**src/rtl/regfile_sb_pkg.sv**
```systemverilog
// Shared types and constants for the regfile_sb register file with busy-bit scoreboard.
// The build option REGFILE_BYPASS_EN is consumed by regfile_sb and regfile_sb_scoreboard.
package regfile_sb_pkg;

  localparam int DATA_W_DEF = 8;
  localparam int NREGS_DEF  = 8;

  // Address width derived from the register count; a single register still needs one bit.
  function automatic int addr_w(input int nregs);
    return (nregs > 1) ? $clog2(nregs) : 1;
  endfunction

  localparam int ADDR_W_DEF = addr_w(NREGS_DEF);

  typedef logic [ADDR_W_DEF-1:0] reg_addr_t;
  typedef logic [DATA_W_DEF-1:0] reg_data_t;

  localparam int RF_RESET_VAL = 0;

endpackage

```
**src/rtl/regfile_sb_if.sv**
```systemverilog
// Bus between the control unit (master) and the regfile_sb register file (slave).
// The master drives addresses, strobes and write data; the slave returns data and scoreboard status.
interface regfile_sb_if
  import regfile_sb_pkg::*;
#(
  parameter int DATA_W = DATA_W_DEF,
  parameter int NREGS  = NREGS_DEF
);

  localparam int ADDR_W = addr_w(NREGS);

  logic [ADDR_W-1:0] rd_addr1;
  logic              rd_en1;
  logic [DATA_W-1:0] rd_data1;
  logic [ADDR_W-1:0] rd_addr2;
  logic              rd_en2;
  logic [DATA_W-1:0] rd_data2;
  logic              wr_en;
  logic [ADDR_W-1:0] wr_addr;
  logic [DATA_W-1:0] wr_data;
  logic              rsv_en;
  logic [ADDR_W-1:0] rsv_addr;
  logic              hazard;
  logic [ADDR_W:0]   pending_cnt;
  logic              err_dbl_rsv;

  modport master (
    output rd_addr1, rd_en1, rd_addr2, rd_en2,
    output wr_en, wr_addr, wr_data, rsv_en, rsv_addr,
    input  rd_data1, rd_data2, hazard, pending_cnt, err_dbl_rsv
  );

  modport slave (
    input  rd_addr1, rd_en1, rd_addr2, rd_en2,
    input  wr_en, wr_addr, wr_data, rsv_en, rsv_addr,
    output rd_data1, rd_data2, hazard, pending_cnt, err_dbl_rsv
  );

endinterface

```
**src/rtl/regfile_sb_scoreboard.sv**
```systemverilog
// Busy-bit scoreboard: reservation/clear priority, busy popcount, sticky double-reserve flag, RAW hazard.
// With REGFILE_BYPASS_EN defined, a same-cycle write to the read address suppresses that port's hazard.
module regfile_sb_scoreboard
  import regfile_sb_pkg::*;
#(
  parameter int NREGS = NREGS_DEF
) (
  input  logic                       clk,
  input  logic                       rst_n,
  input  logic                       i_wr_en,
  input  logic [addr_w(NREGS)-1:0]   i_wr_addr,
  input  logic                       i_rsv_en,
  input  logic [addr_w(NREGS)-1:0]   i_rsv_addr,
  input  logic                       i_rd_en1,
  input  logic [addr_w(NREGS)-1:0]   i_rd_addr1,
  input  logic                       i_rd_en2,
  input  logic [addr_w(NREGS)-1:0]   i_rd_addr2,
  output logic                       o_hazard,
  output logic [addr_w(NREGS):0]     o_pending_cnt,
  output logic                       o_err_dbl_rsv
);

  localparam int ADDR_W = addr_w(NREGS);

  logic [NREGS-1:0] r_busy;
  logic [ADDR_W:0]  r_pending_cnt;
  logic             r_err_dbl_rsv;

  logic [NREGS-1:0] w_busy_nxt;
  logic             w_dbl_rsv;
  logic             w_haz1;
  logic             w_haz2;
  logic             w_byp1;
  logic             w_byp2;

  // Write clears first, reservation applied after so a same-address reserve keeps the bit set.
  always_comb begin
    w_busy_nxt = r_busy;
    if (i_wr_en) begin
      w_busy_nxt[i_wr_addr] = 1'b0;
    end
    if (i_rsv_en) begin
      w_busy_nxt[i_rsv_addr] = 1'b1;
    end
  end

  assign w_dbl_rsv = i_rsv_en && r_busy[i_rsv_addr] &&
                     !(i_wr_en && (i_wr_addr == i_rsv_addr));

  always_ff @(posedge clk or negedge rst_n) begin
    if (!rst_n) begin
      r_busy        <= '0;
      r_pending_cnt <= '0;
      r_err_dbl_rsv <= 1'b0;
    end else begin
      r_busy        <= w_busy_nxt;
      r_pending_cnt <= (ADDR_W+1)'($countones(w_busy_nxt));
      if (w_dbl_rsv) begin
        r_err_dbl_rsv <= 1'b1;
      end
    end
  end

`ifdef REGFILE_BYPASS_EN
  assign w_byp1 = i_wr_en && (i_rd_addr1 == i_wr_addr);
  assign w_byp2 = i_wr_en && (i_rd_addr2 == i_wr_addr);
`else
  assign w_byp1 = 1'b0;
  assign w_byp2 = 1'b0;
`endif

  assign w_haz1 = i_rd_en1 && r_busy[i_rd_addr1] && !w_byp1;
  assign w_haz2 = i_rd_en2 && r_busy[i_rd_addr2] && !w_byp2;

  assign o_hazard      = w_haz1 || w_haz2;
  assign o_pending_cnt = r_pending_cnt;
  assign o_err_dbl_rsv = r_err_dbl_rsv;

endmodule

```
**src/rtl/regfile_sb.sv**
```systemverilog
// Parametrised register file (2 combinational read ports, 1 write port) with busy-bit scoreboard.
// Define REGFILE_BYPASS_EN to forward same-cycle write data to matching read ports.
module regfile_sb
  import regfile_sb_pkg::*;
#(
  parameter int DATA_W = DATA_W_DEF,
  parameter int NREGS  = NREGS_DEF
) (
  input  logic         clk,
  input  logic         rst_n,
  regfile_sb_if.slave  bus
);

  localparam int ADDR_W = addr_w(NREGS);

  logic [DATA_W-1:0] r_regs [NREGS];

  logic [DATA_W-1:0] w_rd_data1;
  logic [DATA_W-1:0] w_rd_data2;
  logic              w_hazard;
  logic [ADDR_W:0]   w_pending_cnt;
  logic              w_err_dbl_rsv;

  always_ff @(posedge clk or negedge rst_n) begin
    if (!rst_n) begin
      for (int i = 0; i < NREGS; i++) begin
        r_regs[i] <= DATA_W'(RF_RESET_VAL);
      end
    end else if (bus.wr_en) begin
      r_regs[bus.wr_addr] <= bus.wr_data;
    end
  end

  // Without bypass a reader sees the stored value until the edge after the write.
  always_comb begin
    w_rd_data1 = r_regs[bus.rd_addr1];
    w_rd_data2 = r_regs[bus.rd_addr2];
`ifdef REGFILE_BYPASS_EN
    if (bus.wr_en && (bus.rd_addr1 == bus.wr_addr)) begin
      w_rd_data1 = bus.wr_data;
    end
    if (bus.wr_en && (bus.rd_addr2 == bus.wr_addr)) begin
      w_rd_data2 = bus.wr_data;
    end
`endif
  end

  regfile_sb_scoreboard #(
    .NREGS (NREGS)
  ) u_scoreboard (
    .clk           (clk),
    .rst_n         (rst_n),
    .i_wr_en       (bus.wr_en),
    .i_wr_addr     (bus.wr_addr),
    .i_rsv_en      (bus.rsv_en),
    .i_rsv_addr    (bus.rsv_addr),
    .i_rd_en1      (bus.rd_en1),
    .i_rd_addr1    (bus.rd_addr1),
    .i_rd_en2      (bus.rd_en2),
    .i_rd_addr2    (bus.rd_addr2),
    .o_hazard      (w_hazard),
    .o_pending_cnt (w_pending_cnt),
    .o_err_dbl_rsv (w_err_dbl_rsv)
  );

  assign bus.rd_data1    = w_rd_data1;
  assign bus.rd_data2    = w_rd_data2;
  assign bus.hazard      = w_hazard;
  assign bus.pending_cnt = w_pending_cnt;
  assign bus.err_dbl_rsv = w_err_dbl_rsv;

endmodule

```
**src/flat_wrapper.sv**
```systemverilog
// flat-port wrapper written by rule: the top's interface ports become plain ports
module regfile_sb_flat import regfile_sb_pkg::*;
#(
  parameter int DATA_W = DATA_W_DEF,
  parameter int NREGS  = NREGS_DEF
)
  (clk, rst_n, bus_rd_addr1, bus_rd_en1, bus_rd_addr2, bus_rd_en2, bus_wr_en, bus_wr_addr, bus_wr_data, bus_rsv_en, bus_rsv_addr, bus_rd_data1, bus_rd_data2, bus_hazard, bus_pending_cnt, bus_err_dbl_rsv);
  regfile_sb_if #(.DATA_W(DATA_W), .NREGS(NREGS)) bus_i ();
  input  logic clk;
  input  logic rst_n;
  input wire logic [$bits(bus_i.rd_addr1)-1:0] bus_rd_addr1;
  input wire logic [$bits(bus_i.rd_en1)-1:0] bus_rd_en1;
  input wire logic [$bits(bus_i.rd_addr2)-1:0] bus_rd_addr2;
  input wire logic [$bits(bus_i.rd_en2)-1:0] bus_rd_en2;
  input wire logic [$bits(bus_i.wr_en)-1:0] bus_wr_en;
  input wire logic [$bits(bus_i.wr_addr)-1:0] bus_wr_addr;
  input wire logic [$bits(bus_i.wr_data)-1:0] bus_wr_data;
  input wire logic [$bits(bus_i.rsv_en)-1:0] bus_rsv_en;
  input wire logic [$bits(bus_i.rsv_addr)-1:0] bus_rsv_addr;
  output wire logic [$bits(bus_i.rd_data1)-1:0] bus_rd_data1;
  output wire logic [$bits(bus_i.rd_data2)-1:0] bus_rd_data2;
  output wire logic [$bits(bus_i.hazard)-1:0] bus_hazard;
  output wire logic [$bits(bus_i.pending_cnt)-1:0] bus_pending_cnt;
  output wire logic [$bits(bus_i.err_dbl_rsv)-1:0] bus_err_dbl_rsv;
  assign bus_i.rd_addr1 = bus_rd_addr1;
  assign bus_i.rd_en1 = bus_rd_en1;
  assign bus_i.rd_addr2 = bus_rd_addr2;
  assign bus_i.rd_en2 = bus_rd_en2;
  assign bus_i.wr_en = bus_wr_en;
  assign bus_i.wr_addr = bus_wr_addr;
  assign bus_i.wr_data = bus_wr_data;
  assign bus_i.rsv_en = bus_rsv_en;
  assign bus_i.rsv_addr = bus_rsv_addr;
  assign bus_rd_data1 = bus_i.rd_data1;
  assign bus_rd_data2 = bus_i.rd_data2;
  assign bus_hazard = bus_i.hazard;
  assign bus_pending_cnt = bus_i.pending_cnt;
  assign bus_err_dbl_rsv = bus_i.err_dbl_rsv;
  regfile_sb #(.DATA_W(DATA_W), .NREGS(NREGS)) u_core (.clk(clk), .rst_n(rst_n), .bus(bus_i));
endmodule
```
**config.mk**
```make
export PLATFORM = sky130hd
export DESIGN_NAME = regfile_sb_flat
export DESIGN_NICKNAME = d
export VERILOG_FILES = /design/src/rtl/regfile_sb_pkg.sv /design/src/rtl/regfile_sb_if.sv /design/src/rtl/regfile_sb_scoreboard.sv /design/src/rtl/regfile_sb.sv /design/src/flat_wrapper.sv
export SDC_FILE = /design/constraint.sdc
export NUM_CORES = 1
export LEC_CHECK = 0
export BUFFER_PORTS_ARGS = -buffer_cell sky130_fd_sc_hd__buf_2
export CORE_ASPECT_RATIO = 0.5
export CORE_MARGIN = 4
export CORE_UTILIZATION = 51
export DETAILED_ROUTE_END_ITERATION = 10
export HOLD_SLACK_MARGIN = 0.12
export PLACE_DENSITY = 0.73
export SYNTH_ARGS = -nofsm -noshare
export SYNTH_HDL_FRONTEND = slang
export SYNTH_SLANG_ARGS = --single-unit
```
**constraint.sdc**
```tcl
create_clock -name clk -period 3.5 [get_ports clk]
set_clock_uncertainty 0.1 [all_clocks]
set_input_delay 0.525 -clock clk [delete_from_list [all_inputs] [get_ports clk]]
set_output_delay 0.525 -clock clk [all_outputs]
set_load 0.02 [all_outputs]
```
==> impl_metrics.csv <==
group,metric,value,unit
sta,slew_headroom,36.7,%
clock_tree,clk_latency,0.33,ns
power,p_clk_share,30.4,%
clock_tree,postCtsSetupRepairBufs,0,
power,p_sw,0.970,mW
global_route,grt_usage,21.3,%
route,firstDrtPassIters,4,
clock_tree,cts-root-buf,"clkbuf_16",
route,drc,0,
yosys,syn_inst,292,
yosys,ys_types,42,
floorplan,rows,23,
power,powerDensity,615,mW/mm²
yosys,syn_area_per_cell,15.5,µm²
floorplan,io_pins,48,
worst_setup_path,crit_fanout,4,
global_route,grt_max_degree,78,
power,ir_drop,0.323,mV
global_route,grt_pass1_wl,17100,µm
yosys,synth_ff_type,"dfrtp_1",
worst_setup_path,cp-start-kind,"primary input",
floorplan,die_w,141,µm
power,combPwrFrac,30.8,%
place,portBuffers,47,
worst_setup_path,arrival,3.40,ns
route,wl_met2,5290,µm
final_layout,fillers,613,
hold_path,min_path_type,"primary input to async pin",
power,swShare,30.1,%
route,drt.antenna.violating_nets,0,
sta,fin_ws,0.213,ns
final_layout,regArea,0.00193,mm²
yosys,ys_seq_area_share,42.5,%
floorplan,die_h,74.7,µm
clock_tree,cts_made_buffers,9,
route,via_per_inst,6.23,
sta,holdWs,0.325,ns
final_layout,nets,385,
power,pwr-share-seq,38.8,%
sta,setup_viol,0,
yosys,synth_edf_count,0,
yosys,synth_area,0.00454,mm²
floorplan,core,0.00832,mm²
worst_setup_path,timing.rr.start,"u_core.u_scoreboard.r_busy[0]",
yosys,ys_warn_count,0,
power,p_int,2.25,mW
sta,min_period_over_period,93.9,%
place,placed_area,0.00491,mm²
sta,tightestPinTransition,0.950,ns
place,hpwl,6900,µm
clock_tree,htree_levels,3,
sta,fmax,304,MHz
route,drt_wl_total,10400,µm
global_route,grt-ovfl-total,0,
worst_setup_path,startpoint,"bus_wr_addr[2]",
clock_tree,ctsHoldBuffers,0,
sta,hold_viol_final,0,
floorplan,die-area,0.0106,mm²
place,place.gp.congestion,0.893,
yosys,async_flop_share,100,%
route,drt-wirelength-per-cell,22.1,µm
sta,rsz0062_at_grt,"no",
final_layout,drive_gt1_share,52.9,%
route,num_vias,2922,
yosys,synth_nets,325,
sta,finalCriticalPeriod,3.29,ns
power,p_leak,2.34,nW
route,first_iter_violations,186,
worst_setup_path,end_kind,"flip-flop",
clock_tree,tritoncts,"done",
floorplan,start_util,54.5,%
run_status,status,"complete, no violations",
route,wl_met3,775,µm
clock_tree,clock-sinks,77,
clock_tree,cts_buffer_depth,2,
place,dp_slack,-0.107,ns
worst_setup_path,cp_data_required_time,3.62,ns
global_route,grt_antenna_before_repair,0,
clock_tree,clk_pin_slew,0.06,ns
global_route,grt_pass1_vias,3259,
clock_tree,cts_resized,0,
sta,slew_violations,0,
final_layout,num_antenna_cells,0,
final_layout,post-route-cell-area,0.00523,mm²
job,drv_cap,0,
worst_setup_path,path_class,"primary input to flip-flop",
final_layout,multi_input_area,0.00242,mm²
final_layout,area_growth,15.4,%
yosys,ys_ff_latch,77,
route,met1_length,4180,µm
route,top_layer,"met4",
cells in the mapped netlist (3+ instances only):
master / instances / area (µm²)
inv_1: 12 / 45.0
mux2_2: 67 / 754
buf_4: 4 / 30.0
fa_1: 4 / 80.1
xnor2_1: 4 / 35.0
mux4_2: 18 / 405
mux4_1: 17 / 447
buf_6: 3 / 33.8
mux2i_1: 4 / 40.0
mux2_4: 15 / 225
nand2_1: 7 / 26.3
nor2b_1: 4 / 25.0
nor2_1: 6 / 22.5
ha_1: 3 / 37.5
buf_2: 7 / 35.0
a32oi_1: 3 / 26.3
a32o_1: 3 / 30.0
dfrtp_1: 77 / 1930
metal layers:
layer	track usage [%]	up-vias
met5	0	-
met2	38.6	111
met1	25.5	1527
li1	-	1268
met3	6.09	16
met4	6.66	0
through the flow:
step | power (mW) | TNS [ns] | instances | util (%)
6_report | 3.22 | 0 | 469 | 62.9
5_1_grt | 3.40 | 0 | 469 | 62.9
4_1_cts | 3.25 | 0 | 469 | 62.9
3_5_place_dp | 2.25 | -0.205 | 453 | 59.1
3_3_place_gp | 2.19 | 0 | 453 | 59.1
2_1_floorplan | 1.97 | -0.195 | 292 | -
worst paths after layout:
check                      slack (ns)                              endpoint  cells past startpoint
setup / recovery                 0.21  u_core.u_scoreboard.o_pending_cnt[2]                     12
hold / removal                   0.32                     u_core.r_regs[60]                      2
setup reg to reg                 0.36  u_core.u_scoreboard.o_pending_cnt[2]                      9
hold reg to reg                  0.40     u_core.u_scoreboard.o_err_dbl_rsv                      1
max in group asynchronous        2.36  u_core.u_scoreboard.o_pending_cnt[2]                      2
min in group clk                 0.40     u_core.u_scoreboard.o_err_dbl_rsv                      1
worst max-delay path, cell delays in order:
cell	delay, ns
buf_2	0.12
nor2_1	0.18
nand2_1	0.13
a22oi_1	0.25
fa_1	0.50
fa_1	0.52
fa_1	0.41
inv_1	0.06
ha_1	0.15
inv_1	0.06
fa_1	0.37
xnor2_1	0.13
final cells by class:
class,instances,share of cell area (%)
clock buffers,11,4.83
clock inverters,5,1.24
inverters,12,0.861
multi-input cells,185,46.2
flip-flops and latches,77,36.8
well taps,112,2.68
repair buffers,67,7.36
cells by family (layout without fill, tap and decap cells):
group	after synthesis	in the layout	share of synthesized area, %
adder cells (fa/ha/maj)	7	7	2.59
AND/OR/NAND/NOR	31	31	4.83
buffers and inverters	30	95	4.22
AO/OA/AOI/OAI	22	22	3.83
multiplexers	121	121	41.3
XOR/XNOR	4	4	0.772
flip-flops	77	77	42.5
sequential cells by signal (all words and copies together) (netlist names):
register	flops
u_core.u_scoreboard.o_err_dbl_rsv	1
u_core.u_scoreboard.r_busy	8
u_core.r_regs	64
u_core.u_scoreboard.o_pending_cnt	4
power groups by stage:
stage / Combinational [mW] / Sequential, mW / Clock (mW)
floorplan: 0.742 / 1.23 / 0
global placement: 0.960 / 1.23 / 0
detailed placement: 0.995 / 1.26 / 0
CTS: 1.00 / 1.25 / 0.995
global route: 1.09 / 1.27 / 1.04
finish: 0.989 / 1.25 / 0.978
layout by cell type (no fill, tap or decap), types with 2 or more instances in the layout:
master	n
a22oi_1	2
ha_1	3
xnor2_1	4
o21a_1	2
o21ai_0	2
mux4_1	17
clkinvlp_4	2
inv_1	12
a22o_1	2
nor2b_1	4
a32oi_1	3
clkbuf_8	2
dfrtp_1	77
mux2_2	67
a32o_1	3
o22ai_1	2
nand4_1	2
nor2_1	6
buf_2	47
mux2_4	15
nand2b_1	2
mux2i_1	4
nand2_1	7
nor3b_4	2
fa_1	4
mux4_2	18
buf_4	20
clkbuf_16	9
(Power assumes the default switching activity.)
